<file path="config.mk">
export PLATFORM = sky130hd
export DESIGN_NAME = axis_ad5791_cfg_seq
export DESIGN_NICKNAME = d
export VERILOG_FILES = /design/src/rtl/axis_ad5791_cfg_seq.sv
export SDC_FILE = /design/constraint.sdc
export NUM_CORES = 1
export LEC_CHECK = 0
export ABC_AREA = 1
export CORE_MARGIN = 2
export CORE_UTILIZATION = 48
export DETAILED_ROUTE_END_ITERATION = 12
export HOLD_SLACK_MARGIN = 0.08
export PLACE_DENSITY = 0.76
export SYNTH_ARGS = -nofsm -noshare
export SYNTH_HDL_FRONTEND = slang
export SYNTH_SLANG_ARGS = --single-unit
</file>
<file path="constraint.sdc">
create_clock -name a_clk -period 1.9 [get_ports a_clk]
set_input_delay 0.38 -clock a_clk [delete_from_list [all_inputs] [get_ports a_clk]]
set_output_delay 0.38 -clock a_clk [all_outputs]
set_load 0.02 [all_outputs]
</file>
<file path="src/rtl/axis_ad5791_cfg_seq.sv">
// axis_ad5791_cfg_seq
// Sequences control-register writes to a bank of AD5791 DACs through a shared
// SPI serializer. For each axis selected in axis_mask the word is presented on
// the config stream for one serializer phase, a send is requested, the
// serializer's busy/idle handshake is followed (with a timeout on the busy
// edge), and send is released for one phase before moving to the next axis.
//
// Optional feature: define AD5791_CFG_SOFTRESET_EN to precede every
// ctrl_word write with a software-reset write (0x400004) to the same axis.
module axis_ad5791_cfg_seq #(
    parameter int NUM_DAC           = 6,
    parameter int DAC_WORD_WIDTH    = 24,
    parameter int SAXIS_TDATA_WIDTH = 32,
    parameter int TIMEOUT_CYCLES    = 4096
) (
    input  logic                         a_clk,
    input  logic                         a_resetn,
    input  logic                         start,
    input  logic [DAC_WORD_WIDTH-1:0]    ctrl_word,
    input  logic [NUM_DAC-1:0]           axis_mask,
    input  logic                         dac_ready,
    output logic                         configuration_mode,
    output logic [2:0]                   configuration_axis,
    output logic                         configuration_send,
    output logic [SAXIS_TDATA_WIDTH-1:0] M_AXISCFG_tdata,
    output logic                         M_AXISCFG_tvalid,
    output logic                         busy,
    output logic                         done,
    output logic [NUM_DAC-1:0]           skipped
);

    localparam int TMO_W = $clog2(TIMEOUT_CYCLES + 1);

    typedef enum logic [2:0] {
        S_IDLE, S_LOAD, S_SEND, S_WAIT_LOW, S_WAIT_HIGH, S_RELEASE, S_NEXT, S_EXIT
    } state_t;

    state_t                    state;
    logic [NUM_DAC-1:0]        mask_q;
    logic [DAC_WORD_WIDTH-1:0] word_q;
    logic [2:0]                ptr;
    logic [2:0]                phase_cnt;
    logic [TMO_W-1:0]          tmo_cnt;

    // {found, index} of the lowest set bit of m at or above position lo.
    function automatic logic [3:0] next_axis(input logic [NUM_DAC-1:0] m, input int lo);
        logic [3:0] r;
        r = '0;
        for (int i = NUM_DAC - 1; i >= 0; i--) begin
            if (i >= lo && m[i]) r = {1'b1, 3'(i)};
        end
        return r;
    endfunction

    logic [3:0]                first_hit;
    logic [3:0]                later_hit;
    logic [DAC_WORD_WIDTH-1:0] first_word;
    logic                      next_load;
    logic [2:0]                next_ptr;
    logic [DAC_WORD_WIDTH-1:0] next_word;

    assign first_hit = next_axis(axis_mask, 0);
    assign later_hit = next_axis(mask_q, int'(ptr) + 1);

`ifdef AD5791_CFG_SOFTRESET_EN
    localparam logic [DAC_WORD_WIDTH-1:0] SOFT_RESET_WORD = DAC_WORD_WIDTH'(24'h400004);

    // High while the pass in flight is the software-reset write of the axis.
    logic reset_pass;

    assign first_word = SOFT_RESET_WORD;

    // After a soft-reset pass the same axis gets ctrl_word; otherwise move on.
    // NOTE: every signal driven here gets a value on every path, so no latch is inferred.
    always_comb begin
        next_load = later_hit[3];
        next_ptr  = later_hit[2:0];
        next_word = SOFT_RESET_WORD;
        if (reset_pass) begin
            next_load = 1'b1;
            next_ptr  = ptr;
            next_word = word_q;
        end
    end
`else
    assign first_word = ctrl_word;
    assign next_load  = later_hit[3];
    assign next_ptr   = later_hit[2:0];
    assign next_word  = word_q;
`endif

    // Sequencer FSM; every output is a register set on state entry.
    // NOTE: sequential state uses non-blocking assignments so all registers update together.
    always_ff @(posedge a_clk or negedge a_resetn) begin
        if (!a_resetn) begin
            state              <= S_IDLE;
            mask_q             <= '0;
            word_q             <= '0;
            ptr                <= '0;
            phase_cnt          <= '0;
            tmo_cnt            <= '0;
            configuration_mode <= 1'b0;
            configuration_axis <= '0;
            configuration_send <= 1'b0;
            M_AXISCFG_tdata    <= '0;
            M_AXISCFG_tvalid   <= 1'b0;
            busy               <= 1'b0;
            done               <= 1'b0;
            skipped            <= '0;
`ifdef AD5791_CFG_SOFTRESET_EN
            reset_pass         <= 1'b0;
`endif
        end else begin
            done <= 1'b0;
            case (state)
                S_IDLE: begin
                    if (start) begin
                        if (axis_mask == '0) begin
                            done <= 1'b1;
                        end else begin
                            mask_q             <= axis_mask;
                            word_q             <= ctrl_word;
                            skipped            <= '0;
                            busy               <= 1'b1;
                            configuration_mode <= 1'b1;
                            ptr                <= first_hit[2:0];
                            configuration_axis <= first_hit[2:0];
                            M_AXISCFG_tdata    <= SAXIS_TDATA_WIDTH'(first_word);
                            M_AXISCFG_tvalid   <= 1'b1;
                            phase_cnt          <= '0;
                            state              <= S_LOAD;
`ifdef AD5791_CFG_SOFTRESET_EN
                            reset_pass         <= 1'b1;
`endif
                        end
                    end
                end
                S_LOAD: begin
                    phase_cnt <= phase_cnt + 3'd1;
                    if (phase_cnt == 3'd7) begin
                        configuration_send <= 1'b1;
                        state              <= S_SEND;
                    end
                end
                S_SEND: begin
                    tmo_cnt <= '0;
                    state   <= S_WAIT_LOW;
                end
                S_WAIT_LOW: begin
                    if (!dac_ready) begin
                        state <= S_WAIT_HIGH;
                    end else if (tmo_cnt == TMO_W'(TIMEOUT_CYCLES)) begin
                        skipped[ptr]       <= 1'b1;
                        configuration_send <= 1'b0;
                        M_AXISCFG_tvalid   <= 1'b0;
                        phase_cnt          <= '0;
                        state              <= S_RELEASE;
                    end else begin
                        tmo_cnt <= tmo_cnt + TMO_W'(1);
                    end
                end
                S_WAIT_HIGH: begin
                    if (dac_ready) begin
                        configuration_send <= 1'b0;
                        M_AXISCFG_tvalid   <= 1'b0;
                        phase_cnt          <= '0;
                        state              <= S_RELEASE;
                    end
                end
                S_RELEASE: begin
                    phase_cnt <= phase_cnt + 3'd1;
                    if (phase_cnt == 3'd7) state <= S_NEXT;
                end
                S_NEXT: begin
                    if (next_load) begin
                        ptr                <= next_ptr;
                        configuration_axis <= next_ptr;
                        M_AXISCFG_tdata    <= SAXIS_TDATA_WIDTH'(next_word);
                        M_AXISCFG_tvalid   <= 1'b1;
                        phase_cnt          <= '0;
                        state              <= S_LOAD;
`ifdef AD5791_CFG_SOFTRESET_EN
                        reset_pass         <= ~reset_pass;
`endif
                    end else begin
                        configuration_mode <= 1'b0;
                        busy               <= 1'b0;
                        done               <= 1'b1;
                        state              <= S_EXIT;
                    end
                end
                S_EXIT: begin
                    state <= S_IDLE;
                end
                default: begin
                    state <= S_IDLE;
                end
            endcase
        end
    end

endmodule

</file>
==> impl_metrics.yaml <==
status:
  status: "finished with violations"
  violations: "setup timing"
timing:
  tns_ns: -0.00769
  rsz0062_at_grt: "true"
  slew_viol_final: 0
  holdWs_ns: 0.463
  min_period_over_period_pct: 100
  finClkSkew_ns: 0.0130
  finalSetupViolCount: 3
  fmax_ghz: 0.525
  setup_ws_ns: -0.00447
  finalHoldViolCount: 0
  fin_crit_ns: 1.90
routing:
  avgRoutedWirePerCell_um: 13.7
  drc: 0
  detail-route-antenna-nets: 0
  first_iter_violations: 169
  num_vias: 4052
  drtPass1Iterations: 4
  vias_per_cell: 5.05
  routed_wl_mm: 11.0
worst_setup_path:
  endpoint_kind: "flop"
  r2r_setup_slack_ns: -0.004
  critPathLaunchType: "flop"
  cp.required_ns: 2.14
  worstPathMaxFanout: 8
  worstSetupPathType: "reg -> reg"
  worstPathArrival_ns: 2.14
global_route:
  grt_pass1_vias: 3910
  gr-total-overflow: 0
  grt_max_degree: 49
  track_usage_pct: 21.6
  grt_pass1_wl_mm: 17.9
  antenna_found_initial: 0
layout:
  drive_above_1_share_pct: 21.6
  syn2layout_area_growth_pct: 30.8
  diodes: 0
  fillCellCount: 806
  fin_util_pct: 63.5
  fin_nets: 707
placement:
  place_ws_ns: -0.134
  dp_hpwl_mm: 7.84
  place.gp.congestion: 0.952
  port_buffers: 71
clock_network:
  numCtsBuffers: 9
  htree_levels: 3
  cts_tree: "built"
  cts_sinks: 86
  cts_buffer_depth: 2
  clkTransAtPathRegs_ns: 0.09
  clock_latency_ns: 0.35
  cts-root-buf: "clkbuf_8"
min_path:
  min_path_type: "in -> async"
yosys:
  ys_ff_latch: 86
  synth_area_per_cell_um2: 8.36
  synth_top_area_cell: "dfrtp_1"
  yosysSeqAreaShare_pct: 46.0
  yosysWarnings: 0
  syn-cell-area_um2: 4680
  netlist_top_cells_area: "dfrtp_1, nand2_1, mux2i_1, o21ai_2, nand2_2"
  synthCells: 560
  synth_top_area_share_pct: 46.0
  synthDistinctLibCells: 39
floorplan:
  io_pins: 80
  dieWidth_um: 103
  initial_core_util_pct: 48.6
  die_y_um: 103
  coreArea_um2: 9640
  dieArea_um2: 10600
  rows: 36
power:
  peakVddDrop_uv: 966
  pwr_density_cell_nw_per_um2: 1500
  p_leak_nw: 2.89
run:
  maxCapViolCount: 0
## cell type report
class / count / area, um^2 / share of cell area, %
clock buffers: 10 / 138 / 2.25
clock inverters: 6 / 93.8 / 1.53
multi-input cells: 415 / 2290 / 37.3
flip-flops and latches: 86 / 2160 / 35.2
inverters: 41 / 156 / 2.55
repair buffers: 112 / 1130 / 18.4
well taps: 133 / 166 / 2.72
## critical path, cell delays in order, from the launching register on
cell and delay (ns):
dfrtp_2 0.49, ha_4 0.19, inv_2 0.06, nand2_4 0.05, nand2_2 0.09, and2_4 0.16, o21ai_4 0.08, nand3_4 0.12
nand3_4 0.20, buf_12 0.22, nand2_2 0.06, o21ai_2 0.05
## power breakdown
part | switching [mW] | leakage (nW) | internal (mW)
registers | 0.539 | 1.09 | 2.53
clock network | 0.687 | 0.113 | 0.786
logic | 2.58 | 1.68 | 2.07
## timing repair
| action | 4_1_cts | 5_1_grt |
|---|---|---|
| gates resized for setup | 5 | 17 |
| hold buffers | 1 | 0 |
| setup buffers | 2 | 2 |
| hold endpoints to repair | 20 | 0 |
| pin swaps | 0 | 13 |
| cloned | 1 | 2 |
| endpoints found under the setup margin | 27 | 39 |
## sequential cells by signal, summed over array words and instances, names as in the netlist
register / flops
tmo_cnt: 13
configuration_send: 1
M_AXISCFG_tvalid: 1
M_AXISCFG_tdata: 24
skipped: 6
next_word: 24
done: 1
phase_cnt: 3
ptr: 3
state: 3
mask_q: 6
busy: 1
## layout by cell type, fill, tap and decap left out, types with 4 or more instances in the layout
cell               n
nor3_1             5
buf_4             32
o21ai_0            8
nand3_1           27
mux2i_1           24
inv_1             29
nand2_1          182
o21ai_1           15
nand2_2           28
clkdlybuf4s50_1   67
clkbuf_8          10
ha_1               5
conb_1             8
buf_12             5
nor2_4             4
xor2_1            10
o21ai_2           24
dfrtp_1           83
inv_2             10
nor2_1            40
a21oi_1            8
## per-stage QoR
step                power, mW  cells  instance area, um^2
floorplan                5.84    567                 4710
global placement         7.28    779                 5720
detailed placement       7.46    779                 5720
CTS                      9.02    799                 6000
global route             9.86    803                 6120
finish                   9.20    803                 6120
## Yosys cell counts
cell,n
and3_1,1
nor2_4,2
clkbuf_1,6
nand3b_1,1
nor2_1,41
nand2_2,26
and2_4,1
ha_1,8
clkinv_1,2
o22ai_1,1
o31ai_1,1
a211oi_1,1
inv_4,1
nor3_1,5
nor3_2,1
nand2_1,185
a21boi_0,1
o21ai_1,15
or3_1,1
nor2_2,4
o31ai_2,1
inv_2,7
nand4_1,3
buf_8,1
xor2_1,10
buf_2,5
nand3_2,1
o21ai_0,8
o21ai_4,1
buf_6,5
dfrtp_1,86
nand3_1,28
buf_4,9
inv_1,31
nand3_4,2
a21oi_1,9
mux2i_1,24
conb_1,1
o21ai_2,24
## cell families after synthesis
logic type,Yosys count,synth area share (%)
simple gates,302,28.3
xor+xnor,10,1.87
buf+inv,67,7.32
other cells,1,0.0801
flops,86,46.0
fa+ha+maj,8,2.14
compound gates,62,9.14
mux,24,5.13
## metal layers
layer  routed length (um)  track usage (%)
met5                    0                0
met4                  170             7.09
met3                  535             5.63
met2                 5540             36.5
met1                 4740             27.2
## worst paths after layout
check                                       from                               to  cells after the start
hold reg to reg            mask_q[2]$_DFFE_PN0P_            mask_q[2]$_DFFE_PN0P_                      2
setup reg to reg              ptr[1]$_DFFE_PN0P_  M_AXISCFG_tdata[10]$_DFFE_PN0P_                     11
min in group a_clk         mask_q[2]$_DFFE_PN0P_            mask_q[2]$_DFFE_PN0P_                      2
setup / recovery              ptr[1]$_DFFE_PN0P_  M_AXISCFG_tdata[10]$_DFFE_PN0P_                     11
max in group asynchronous               a_resetn               ptr[1]$_DFFE_PN0P_                      3
hold / removal                          a_resetn           tmo_cnt[5]$_DFFE_PN0P_                      2
Note: power is estimated with default switching activity, not from simulation.
